`src/rtl/ram_2r_2w_ctrl_pkg.sv`:
```
// Shared types and helpers for the 2-read/2-write RAM access controller.
//   ctrl_state_t : controller state (INIT clears the RAM, RUN serves traffic)
//   addr_eq      : address comparison used for write-port collision detection
package ram_2r_2w_ctrl_pkg;

    typedef enum logic [0:0] {
        INIT = 1'b0,
        RUN  = 1'b1
    } ctrl_state_t;

    // Widest address the collision helper compares; callers zero-extend into it.
    localparam int ADDR_CMP_W = 16;

    function automatic logic addr_eq(input logic [ADDR_CMP_W-1:0] a,
                                     input logic [ADDR_CMP_W-1:0] b);
        return (a == b);
    endfunction

endpackage

```
`src/rtl/DW_ram_2r_2w_s_dff.sv`:
```
// Behavioural model of the 2-read/2-write flip-flop register file.
// Writes are synchronous with active-low enables (port 2 wins on a same-address
// write); reads are asynchronous and return zero while their enable is inactive.
// rst_mode 0 clears the array asynchronously on rst_n, otherwise synchronously.
// Ports: clk, rst_n, en_w1_n/addr_w1/data_w1, en_w2_n/addr_w2/data_w2,
//        en_r1_n/addr_r1/data_r1, en_r2_n/addr_r2/data_r2.
module DW_ram_2r_2w_s_dff #(
    parameter int width      = 8,
    parameter int addr_width = 3,
    parameter int rst_mode   = 0
) (
    input  logic                  clk,
    input  logic                  rst_n,
    input  logic                  en_w1_n,
    input  logic [addr_width-1:0] addr_w1,
    input  logic [width-1:0]      data_w1,
    input  logic                  en_w2_n,
    input  logic [addr_width-1:0] addr_w2,
    input  logic [width-1:0]      data_w2,
    input  logic                  en_r1_n,
    input  logic [addr_width-1:0] addr_r1,
    output logic [width-1:0]      data_r1,
    input  logic                  en_r2_n,
    input  logic [addr_width-1:0] addr_r2,
    output logic [width-1:0]      data_r2
);
    localparam int DEPTH = 2 ** addr_width;

    logic [width-1:0] mem_r [DEPTH];

    generate
        if (rst_mode == 0) begin : g_async
            // Storage array with asynchronous clear
            always_ff @(posedge clk or negedge rst_n) begin
                if (!rst_n) begin
                    for (int i = 0; i < DEPTH; i++) mem_r[i] <= {width{1'b0}};
                end else begin
                    if (!en_w1_n) mem_r[addr_w1] <= data_w1;
                    if (!en_w2_n) mem_r[addr_w2] <= data_w2;
                end
            end
        end else begin : g_sync
            // Storage array with synchronous clear
            always_ff @(posedge clk) begin
                if (!rst_n) begin
                    for (int i = 0; i < DEPTH; i++) mem_r[i] <= {width{1'b0}};
                end else begin
                    if (!en_w1_n) mem_r[addr_w1] <= data_w1;
                    if (!en_w2_n) mem_r[addr_w2] <= data_w2;
                end
            end
        end
    endgenerate

    assign data_r1 = en_r1_n ? {width{1'b0}} : mem_r[addr_r1];
    assign data_r2 = en_r2_n ? {width{1'b0}} : mem_r[addr_r2];

endmodule

```
`src/rtl/ram_2r_2w_rsp_reg.sv`:
```
// One-entry valid/ready holding register for a read response channel.
// Ports: clk, rst (async, active high), enable (controller in RUN),
//        req_valid/req_ready/accept (request side), load_data (RAM read word),
//        rsp_valid/rsp_ready/rsp_data (response side).
module ram_2r_2w_rsp_reg #(
    parameter int WIDTH = 8
) (
    input  logic             clk,
    input  logic             rst,
    input  logic             enable,
    input  logic             req_valid,
    output logic             req_ready,
    output logic             accept,
    input  logic [WIDTH-1:0] load_data,
    output logic             rsp_valid,
    input  logic             rsp_ready,
    output logic [WIDTH-1:0] rsp_data
);
    logic             valid_r;
    logic [WIDTH-1:0] data_r;

    // A new request fits when the slot is empty or is being drained this cycle.
    assign req_ready = enable & (~valid_r | rsp_ready);
    assign accept    = req_valid & req_ready;
    assign rsp_valid = valid_r;
    assign rsp_data  = data_r;

    // Response slot: load on accept, clear on pop, otherwise hold
    always_ff @(posedge clk or posedge rst) begin
        if (rst) begin
            valid_r <= 1'b0;
            data_r  <= {WIDTH{1'b0}};
        end else if (accept) begin
            valid_r <= 1'b1;
            data_r  <= load_data;
        end else if (rsp_ready) begin
            valid_r <= 1'b0;
            data_r  <= data_r;
        end else begin
            valid_r <= valid_r;
            data_r  <= data_r;
        end
    end

endmodule

```
`src/rtl/ram_2r_2w_access_ctrl.sv`:
```
// Requester-side controller for a 2-read/2-write register-file RAM.
// After reset the RAM is cleared two words per cycle, then two write and two
// read valid/ready channels are mapped onto the RAM's active-low enables.
// Read data is captured into a per-port one-entry response register.
// Ports: clk, rst (async, active high), init_done,
//        w1_*/w2_* write channels (valid, ready, addr, data),
//        r1_*/r2_* read channels (req_valid, req_ready, req_addr,
//        rsp_valid, rsp_ready, rsp_data).
module ram_2r_2w_access_ctrl
    import ram_2r_2w_ctrl_pkg::*;
#(
    parameter int WIDTH      = 8,
    parameter int ADDR_WIDTH = 3
) (
    input  logic                  clk,
    input  logic                  rst,
    output logic                  init_done,
    input  logic                  w1_valid,
    output logic                  w1_ready,
    input  logic [ADDR_WIDTH-1:0] w1_addr,
    input  logic [WIDTH-1:0]      w1_data,
    input  logic                  w2_valid,
    output logic                  w2_ready,
    input  logic [ADDR_WIDTH-1:0] w2_addr,
    input  logic [WIDTH-1:0]      w2_data,
    input  logic                  r1_req_valid,
    output logic                  r1_req_ready,
    input  logic [ADDR_WIDTH-1:0] r1_req_addr,
    output logic                  r1_rsp_valid,
    input  logic                  r1_rsp_ready,
    output logic [WIDTH-1:0]      r1_rsp_data,
    input  logic                  r2_req_valid,
    output logic                  r2_req_ready,
    input  logic [ADDR_WIDTH-1:0] r2_req_addr,
    output logic                  r2_rsp_valid,
    input  logic                  r2_rsp_ready,
    output logic [WIDTH-1:0]      r2_rsp_data
);
    localparam int                  DEPTH     = 2 ** ADDR_WIDTH;
    localparam logic [ADDR_WIDTH-1:0] LAST_PAIR = ADDR_WIDTH'(DEPTH - 2);

    ctrl_state_t           state_r;
    logic [ADDR_WIDTH-1:0] ptr_r;
    logic                  init_done_r;

    logic                  run_s;
    logic                  w_collide_s;
    logic                  r1_accept_s;
    logic                  r2_accept_s;
    logic                  en_w1_n_s;
    logic                  en_w2_n_s;
    logic [ADDR_WIDTH-1:0] ram_addr_w1_s;
    logic [ADDR_WIDTH-1:0] ram_addr_w2_s;
    logic [WIDTH-1:0]      ram_data_w1_s;
    logic [WIDTH-1:0]      ram_data_w2_s;
    logic [WIDTH-1:0]      ram_data_r1_s;
    logic [WIDTH-1:0]      ram_data_r2_s;

    // Clear sequencer: two words per cycle, then RUN until the next reset
    always_ff @(posedge clk or posedge rst) begin
        if (rst) begin
            state_r     <= INIT;
            ptr_r       <= {ADDR_WIDTH{1'b0}};
            init_done_r <= 1'b0;
        end else begin
            case (state_r)
                INIT: begin
                    ptr_r <= ptr_r + ADDR_WIDTH'(2);
                    if (ptr_r == LAST_PAIR) begin
                        state_r     <= RUN;
                        init_done_r <= 1'b1;
                    end else begin
                        state_r     <= INIT;
                        init_done_r <= 1'b0;
                    end
                end
                RUN: begin
                    state_r     <= RUN;
                    ptr_r       <= ptr_r;
                    init_done_r <= 1'b1;
                end
                default: begin
                    state_r     <= INIT;
                    ptr_r       <= {ADDR_WIDTH{1'b0}};
                    init_done_r <= 1'b0;
                end
            endcase
        end
    end

    assign run_s     = (state_r == RUN);
    assign init_done = init_done_r;

    // Same-address writes: port 1 goes first, port 2 lands a cycle later and wins.
    assign w_collide_s = w1_valid & w2_valid &
                         addr_eq(ADDR_CMP_W'(w1_addr), ADDR_CMP_W'(w2_addr));
    assign w1_ready    = run_s;
    assign w2_ready    = run_s & ~w_collide_s;

    // RAM write port steering: clear pattern during INIT, client writes in RUN
    always_comb begin
        en_w1_n_s     = 1'b1;
        en_w2_n_s     = 1'b1;
        ram_addr_w1_s = w1_addr;
        ram_addr_w2_s = w2_addr;
        ram_data_w1_s = w1_data;
        ram_data_w2_s = w2_data;
        if (state_r == INIT) begin
            en_w1_n_s     = 1'b0;
            en_w2_n_s     = 1'b0;
            ram_addr_w1_s = ptr_r;
            ram_addr_w2_s = ptr_r + ADDR_WIDTH'(1);
            ram_data_w1_s = {WIDTH{1'b0}};
            ram_data_w2_s = {WIDTH{1'b0}};
        end else begin
            en_w1_n_s = ~(w1_valid & w1_ready);
            en_w2_n_s = ~(w2_valid & w2_ready);
        end
    end

    // Asynchronous RAM read is sampled at the same edge that commits writes,
    // which gives read-before-write ordering for same-cycle accesses.
    DW_ram_2r_2w_s_dff #(
        .width      (WIDTH),
        .addr_width (ADDR_WIDTH),
        .rst_mode   (0)
    ) u_ram (
        .clk     (clk),
        .rst_n   (~rst),
        .en_w1_n (en_w1_n_s),
        .addr_w1 (ram_addr_w1_s),
        .data_w1 (ram_data_w1_s),
        .en_w2_n (en_w2_n_s),
        .addr_w2 (ram_addr_w2_s),
        .data_w2 (ram_data_w2_s),
        .en_r1_n (~r1_accept_s),
        .addr_r1 (r1_req_addr),
        .data_r1 (ram_data_r1_s),
        .en_r2_n (~r2_accept_s),
        .addr_r2 (r2_req_addr),
        .data_r2 (ram_data_r2_s)
    );

    ram_2r_2w_rsp_reg #(.WIDTH(WIDTH)) u_rsp1 (
        .clk       (clk),
        .rst       (rst),
        .enable    (run_s),
        .req_valid (r1_req_valid),
        .req_ready (r1_req_ready),
        .accept    (r1_accept_s),
        .load_data (ram_data_r1_s),
        .rsp_valid (r1_rsp_valid),
        .rsp_ready (r1_rsp_ready),
        .rsp_data  (r1_rsp_data)
    );

    ram_2r_2w_rsp_reg #(.WIDTH(WIDTH)) u_rsp2 (
        .clk       (clk),
        .rst       (rst),
        .enable    (run_s),
        .req_valid (r2_req_valid),
        .req_ready (r2_req_ready),
        .accept    (r2_accept_s),
        .load_data (ram_data_r2_s),
        .rsp_valid (r2_rsp_valid),
        .rsp_ready (r2_rsp_ready),
        .rsp_data  (r2_rsp_data)
    );

endmodule

```
`config.mk`:
```
export PLATFORM = sky130hd
export DESIGN_NAME = ram_2r_2w_access_ctrl
export DESIGN_NICKNAME = d
export VERILOG_FILES = /design/src/rtl/ram_2r_2w_ctrl_pkg.sv /design/src/rtl/DW_ram_2r_2w_s_dff.sv /design/src/rtl/ram_2r_2w_rsp_reg.sv /design/src/rtl/ram_2r_2w_access_ctrl.sv
export SDC_FILE = /design/constraint.sdc
export NUM_CORES = 1
export LEC_CHECK = 0
export CAP_MARGIN = 20
export CELL_PAD_IN_SITES_DETAIL_PLACEMENT = 0
export CELL_PAD_IN_SITES_GLOBAL_PLACEMENT = 1
export CORE_MARGIN = 2
export CORE_UTILIZATION = 50
export CTS_CLUSTER_SIZE = 8
export DETAILED_ROUTE_END_ITERATION = 8
export DONT_BUFFER_PORTS = 1
export PLACE_DENSITY = 0.82
export SLEW_MARGIN = 20
export SYNTH_ARGS = -nofsm -noshare
export SYNTH_HDL_FRONTEND = slang
export SYNTH_HIERARCHICAL = 1
export SYNTH_SLANG_ARGS = --single-unit
```
`constraint.sdc`:
```
create_clock -name clk -period 6.3 [get_ports clk]
set_clock_uncertainty 0.1 [all_clocks]
set_input_delay 0.315 -clock clk [delete_from_list [all_inputs] [get_ports clk]]
set_output_delay 0.315 -clock clk [all_outputs]
set_load 0.005 [all_outputs]
```
# Yosys cells after proc, flatten, opt, wreduce, memory -nomap -nowiden
# Index checks and enable logic that the tools add are counted.
[totals]
ff_bits = 86
input_bits = 36
out_inout_bits = 23
word_cells = 76
[classes]
n_addsub = 2
n_lt_le_gt_ge = 6
eq_ne = 2
mux = 27
n_bitwise = 21
n_reduce_logical = 4
[ops]
columns = ["operator", "count"]
rows = [
  ["$bwmux 64", 2],
  ["$mux 64", 2],
  ["$mux 8", 8],
  ["$bmux 8 s3", 2],
  ["$demux 8 s3", 2],
  ["$ge 4x4->1 const B", 4],
  ["$not 3->4", 4],
  ["$and 1x1->1", 9],
  ["$mux 3", 3],
  ["$lt 4x1->1 const B", 2],
  ["$mux 1", 7],
  ["$not 1->1", 6],
  ["$reduce_bool 2->1", 2],
  ["$add 3x1->3 const B", 1],
  ["$add 3x2->3 const B", 1],
  ["$eq 3x3->1", 1],
  ["$eq 3x3->1 const B", 1],
  ["$logic_and 1x1->1", 2],
  ["$or 1x1->1", 2],
  ["$pmux 1 s2", 1],
]

# Depth between registers and ports, before layout
# Gate-level depths: netlist of the first run.
[logic_depth]
depth_word = 10
mapped_depth = 8
ltp_nobuf = 5

# By module
# Netlist of the first run, hierarchy kept.
[modules_own_cells]
columns = ["mod", "n_inst", "cells_per_inst", "area_each_um2", "seq_area_each_um2"]
rows = [
  ["DW_ram_2r_2w_s_dff", 1, 383, 4194.0, 1601.5],
  ["ram_2r_2w_rsp_reg", 2, 24, 414.1, 225.2],
  ["ram_2r_2w_access_ctrl", 1, 51, 370.4, 75.1],
]

# Worst setup path before layout of the first run
# Ideal clock, no wire load.
[synth_timing]
path_kind = "reg2reg"
from = "reg, netlist name init_done"
to = "reg u_ram/mem_r[63] (netlist name)"
setup_ns = 0.131
t_arrival_ns = 1.854
required_time_ns = 6.069
slack_ns = 4.215
stages_incl_launch_ff = 7
n_path_buf = 1
synth_period_minus_slack_ns = 2.085
path_cell_list = "dfrtp_1 buf_4 nand2b_1 nand2_1 nor4_4 mux2i_1 o21ai_2"
[synth_lines]
columns = ["element", "line", "text"]
rows = [
  ["to (signal, indexed assignment)", "DW_ram_2r_2w_s_dff.sv:38", "if (!en_w1_n) mem_r[addr_w1] <= data_w1;"],
  ["to (signal, indexed assignment)", "DW_ram_2r_2w_s_dff.sv:39", "if (!en_w2_n) mem_r[addr_w2] <= data_w2;"],
  ["to (decl)", "DW_ram_2r_2w_s_dff.sv:29", "logic [width-1:0] mem_r [DEPTH];"],
]

==> results of run 1 <==
[metal layers]
layer  part of all wire, %  vias to the layer above  global-route usage [%]  wire, um
met3                   7.7                       12                    6.17       999
met4                   1.4                        0                    5.86       184
li1                      -                     1634                       -         -
met1                    45                     1779                    34.0      5760
met5                     0                        -                       0         0
met2                    46                      146                    36.3      5980
[cell usage in the layout (no fill, tap or decap), types with 8 or more instances in the layout]
| cell type | count |
|---|---|
| o21ai_1 | 10 |
| and2_1 | 17 |
| nand2_1 | 68 |
| nor2_1 | 24 |
| o21ai_0 | 43 |
| mux2i_1 | 80 |
| dfrtp_1 | 85 |
| mux2_4 | 16 |
| clkbuf_8 | 9 |
| a21oi_1 | 8 |
| mux4_2 | 32 |
[per-stage QoR]
step	area (sq um)	instances	hold slack [ns]	setup WS, ns
after floorplan	5390	482	0.0429	4.20
after global placement	5340	572	0.0621	3.57
after detailed placement	5340	572	0.0774	3.35
after CTS	5600	590	0.0265	3.35
after global routing	5610	590	0.0164	3.33
final	5610	590	0.000638	3.48
[where the power goes]
group	total, mW	internal, mW	switching [mW]
Sequential	0.751	0.659	0.0914
Combinational	0.352	0.201	0.152
Clock	0.454	0.262	0.192
Total	1.56	1.12	0.436
[cell type report]
class | count | area share [%]
multi-input combinational | 339 | 53.2
clock inverter | 4 | 1.74
tap | 136 | 3.03
clock buffer | 11 | 2.34
inverter | 5 | 0.334
timing repair buffer | 10 | 1.47
sequential | 85 | 37.9
[what timing repair did]
item	in CTS	in global routing
hold buffers	3	0
gates resized for setup	0	0
endpoints found under the hold margin	20	0
setup buffers	0	0
[cell families after synthesis]
kind of cell             after synthesis  share of synthesized area (%)
XOR/XNOR                               4                          0.650
AND/OR/NAND/NOR                      139                           14.4
multiplexers                         129                           32.9
flip-flops                            85                           39.4
AO/OA/AOI/OAI                         66                           6.52
buffers and inverters                 58                           5.85
adder cells (fa/ha/maj)                1                          0.232
[sequential cells by signal (all words and copies together) (netlist names)]
name and cells:
u_ram/mem_r 64, u_rsp1/rsp_data 8, u_rsp1/rsp_valid 1, init_done 1, u_rsp2/rsp_valid 1, u_rsp2/rsp_data 8
ptr_r 2
[worst paths after layout]
path	end	cells past startpoint
hold / removal	u_ram/mem_r[63]	2
hold reg to reg	ptr_r[1]	1
setup / recovery	u_ram/mem_r[3]	5
setup reg to reg	u_ram/mem_r[3]	5
max in group asynchronous	u_ram/mem_r[20]	2
min in group clk	u_rsp1/rsp_valid	2
==> results_dict.tcl, run 1 <==
set metrics [dict create \
    synth-warning-count 6 \
    synth.most_common_cell "dfrtp_1" \
    worstPathRequired_ns 6.40 \
    routed_wl_um 12900 \
    power.density_mw_per_mm2 277 \
    reg2reg_from "init_done" \
    cts_tree "done" \
    report.final.hold_viol_count 0 \
    synth_top_cell_by_area "dfrtp_1" \
    critical_path.startpoint_type "flop" \
    setup_violations 0 \
    areaGrowthSynthToFinish_pct 4.11 \
    grtUsageTotal_pct 23.8 \
    yosys_register_bits 85 \
    worst_margin_pin_slew_ns 1.08 \
    synth_fp_nets 519 \
    postSynthCellCount 482 \
    status "complete, no violations" \
    finish.utilization_pct 53.9 \
    rows 37 \
    async_reset_ff_share_pct 100 \
    io_buffer_count 0 \
    clock_transition_time_at_the_flip_flop_clock_pins_of_the_worst_setup_and_hold_paths_ns 0.09 \
    timing.critical_path.slowest_cell_delay_ns 0.68 \
    coreArea_sq_mm 0.0104 \
    finalWeightedCongestion 0.836 \
    cts.sink_count 85 \
    grt_pass1_vias 3596 \
    yosys.area.top_type_share_pct 39.4 \
    dr.pass1.iters 5 \
    path_class "flop to flop" \
    synth-edff-count 0 \
    worst_path_max_delay_cell "nand4b_1" \
    reg2reg_slack_ns 3.48 \
    area_of_combinational_cells_with_multiple_inputs_sq_mm 0.00299 \
    fin_nets 487 \
    grt_first_pass_wirelength_um 20500 \
    worst_slew_slack_as_a_fraction_of_its_limit_pct 27.8 \
    ff_latch_area_sq_mm 0.00213 \
    cts.root.buffer_cell "clkbuf_8" \
    vias 3571 \
    fmax_achieved_mhz 355 \
    cp_cell_sequence "buf_4 -> nor2b_1 -> nand4b_1 -> mux2i_1 -> a21oi_1" \
    numCtsBuffers 9 \
    number_of_drc_violations_after_detailed_routing 0 \
    post_drt_via_cell_ratio 6.05 \
    design.die.area_sq_mm 0.0116 \
    synth_seq_area_share_pct 39.4 \
    post-dp-hpwl_um 8890 \
    min_path_type "input pin to async pin" \
    start_util_pct 51.8 \
    synth_commonest_cells "dfrtp_1, mux2i_1, nand2_1" \
    leakagePower_nw 2.25 \
    post_synth.cell_area_avg_sq_um 11.2 \
    i_o_pin_cnt 59 \
    leading_post_synthesis_cells_by_cell_area "dfrtp_1, mux2i_1, mux4_2" \
    critical-path-top-delay-family "simple AND/OR/NAND/NOR gates" \
    clock_tree.buffer_depth 2 \
    antenna_left 0 \
    final_cycle_utilization_of_the_critical_path_pct 44.7 \
    synth_top_flop_cell "dfrtp_1" \
    final_layout_size_suffix_gt1_share_pct 21.1 \
    timing.critical_path.from "init_done" \
    finalCriticalPeriod_ns 2.82 \
    max_cap_viol_count 0 \
    yosysUniqueCellTypes 36 \
    vdd_ir_drop_max_uv 120 \
    cp.buffers_inverters 1 \
    maxSlewViolCount 0 \
    die_height_um 108 \
    grt_max_degree 68 \
    drt_first_iter_violations 313 \
    overall_die_width_um 108 \
    cts_htree_levels 3 \
    initial_antenna_violation_count 0 \
    fillerInstances 908 \
    arrival_time_of_the_worst_setup_path_ns 2.92 \
    antennaDiodeCount 0 \
    finalSetupTns_ns 0 \
    wl_per_cell_um 21.9 \
    post_synth_instance_area_sq_mm 0.00539 \
    rsz0062_at_grt "no" \
    overflow 0 \
    total_power_mw 1.56 \
    clock_latency_late_sink_ns 0.36 \
    critPathCaptureType "flop" \
    maximum_fanout_count_along_the_critical_path 32 \
]
(Power assumes the default switching activity.)
==> run 2, diff against run 1 <==
Settings changed: CORE_UTILIZATION 50 to 46, PLACE_DENSITY 0.82 to 0.8.
Clock period 6.3 ns to 2.4 ns, I/O delays scaled along.
==> results_dict.tcl, run 2 (synthesized netlist as in run 1, its figures left out) <==
set metrics [dict create \
    global_route.peak_usage_layer "met2" \
    worst_path_max_delay_cell "dfrtp_1" \
    grtUsageTotal_pct 21.1 \
    worst_slew_slack_as_a_fraction_of_its_limit_pct 57.7 \
    critical_path.startpoint_type "flop" \
    cellInternalPower_mw 3.07 \
    final_cycle_utilization_of_the_critical_path_pct 91.1 \
    rows 39 \
    setup_violations 0 \
    grt_pass1_vias 3665 \
    overflow 0 \
    cp_cell_sequence "nand2b_1 -> nand2_1 -> nor4b_2 -> buf_4 -> mux2i_1 -> o21ai_0" \
    vias 3567 \
    p_switching_mw 1.20 \
    ctsResizeCount 0 \
    rsz0062_at_grt "no" \
    post-dp-hpwl_um 9090 \
    layout_common_cells "dfrtp_1, mux2i_1, nand2_1" \
    antennaDiodeCount 0 \
    number_of_drc_violations_after_detailed_routing 0 \
    worst_r2r_path_depth 6 \
    overall_die_width_um 112 \
    grt_first_pass_wirelength_um 20600 \
    dr.pass1.iters 4 \
    seq_power_share_pct 46.3 \
    design.die.area_sq_mm 0.0126 \
    areaGrowthSynthToFinish_pct 7.17 \
    arrival_time_of_the_worst_setup_path_ns 2.27 \
    wl_per_cell_um 20.5 \
    maxSlewViolCount 0 \
    clock_tree.buffer_depth 2 \
    cp.buffers_inverters 1 \
    fin_nets 499 \
    antenna_left 0 \
    routed_wl_um 12500 \
    power.density_mw_per_mm2 739 \
    path_class "flop to flop" \
    numCtsBuffers 9 \
    post_drt_via_cell_ratio 5.86 \
    report.final.hold_viol_count 0 \
    critPathCaptureType "flop" \
    cts.root.buffer_cell "clkbuf_16" \
    i_o_pin_cnt 59 \
    timing.critical_path.slowest_cell_delay_ns 0.59 \
    cts.sink_count 85 \
    area_of_combinational_cells_with_multiple_inputs_sq_mm 0.00298 \
    post_cts_hold_buffer_count 7 \
    status "complete, no violations" \
    share_clk_of_total_power_pct 31.4 \
    finalSetupTns_ns 0 \
    largest_register_ffs 64 \
    critical-path-top-delay-family "simple AND/OR/NAND/NOR gates" \
    io_buffer_count 0 \
    worst_margin_pin_slew_ns 0.634 \
    postCtsSetupBuffers 0 \
    maximum_fanout_count_along_the_critical_path 16 \
    cts_tree "done" \
    final_common_cell "dfrtp_1" \
    drt_first_iter_violations 229 \
    finalWeightedCongestion 0.808 \
    start_util_pct 47.2 \
    regMostFlops "u_ram/mem_r" \
    clock_latency_late_sink_ns 0.33 \
    gr-usage-met3_pct 4.32 \
    coreArea_sq_mm 0.0114 \
    worstPathRequired_ns 2.49 \
    switching_share_pct 28.1 \
    grt_max_degree 42 \
    grt_use_met1_pct 30.2 \
    fillerInstances 1020 \
    power_frac_comb_pct 22.2 \
    die_height_um 112 \
    fmax_achieved_mhz 457 \
    initial_antenna_violation_count 0 \
    ff_latch_area_sq_mm 0.00213 \
    whs_path_depth 3 \
    path_depth 6 \
    vdd_ir_drop_max_uv 405 \
    clock_transition_time_at_the_flip_flop_clock_pins_of_the_worst_setup_and_hold_paths_ns 0.06 \
    max_cap_viol_count 0 \
    cts_htree_levels 3 \
    hold_ws_ns 0.00679 \
    grt_util_met2_pct 33.5 \
    min_path_type "input pin to flop" \
    finalCriticalPeriod_ns 2.19 \
    final_layout_size_suffix_gt1_share_pct 22.5 \
    leakagePower_nw 2.32 \
]
## run 2: cell types whose count changed in the layout (fill, tap and decap cells not counted), sizes merged
cell         before  now
clkinvlp          1    2
clkinv            0    1
dlygate4sd3       3    7
buf               7   15
bufinv            3    1
## run 2: worst paths after layout
path                                start                 end  slack [ns]
max                             init_done     u_ram/mem_r[48]        0.21
min                        r2_req_addr[0]  u_rsp2/rsp_data[4]       0.007
max reg2reg                     init_done     u_ram/mem_r[48]        0.21
min reg2reg                      ptr_r[1]            ptr_r[1]        0.40
max in group asynchronous             rst     u_ram/mem_r[16]        1.27
min in group asynchronous             rst  u_rsp1/rsp_data[1]        0.16
## run 2: cell type report
class,instances,share of cell area (%)
Sequential cell,85,36.8
Clock inverter,4,0.866
Clock buffer,11,4.03
Inverter,5,0.325
Multi-Input combinational cell,339,51.5
Tap cell,143,3.10
Timing Repair Buffer,22,3.38
## run 2: metrics by stage
stage / worst slack (ns) / instances / cell area (sq um) / util (%) / power, mW
floorplan: 0.315 / 482 / 5390 / - / 2.72
global placement: 0.378 / 587 / 5430 / 47.5 / 2.87
detailed placement: 0.258 / 587 / 5430 / 47.5 / 2.93
CTS: 0.231 / 609 / 5780 / 50.6 / 4.29
global route: 0.0876 / 609 / 5780 / 50.6 / 4.49
finish: 0.213 / 609 / 5780 / 50.6 / 4.27
## run 2: worst reg2reg max path: stages, from the launching register on
cell and delay [ns]:
dfrtp_1 0.59, nand2b_1 0.19, nand2_1 0.23, nor4b_2 0.33, buf_4 0.26, mux2i_1 0.21
o21ai_0 0.13
## run 2: power groups by stage
stage	Sequential, mW	Combinational, mW	Clock, mW
2_1_floorplan	1.91	0.813	0
3_3_place_gp	1.97	0.896	0
3_5_place_dp	1.99	0.933	0
4_1_cts	1.97	0.947	1.37
5_1_grt	2.02	1.05	1.42
6_report	1.98	0.949	1.34
## run 2: layer usage
layer	wire [um]	up-vias
li1	-	1666
met1	5910	1775
met2	5840	118
met3	666	8
met4	91	0
met5	0	-
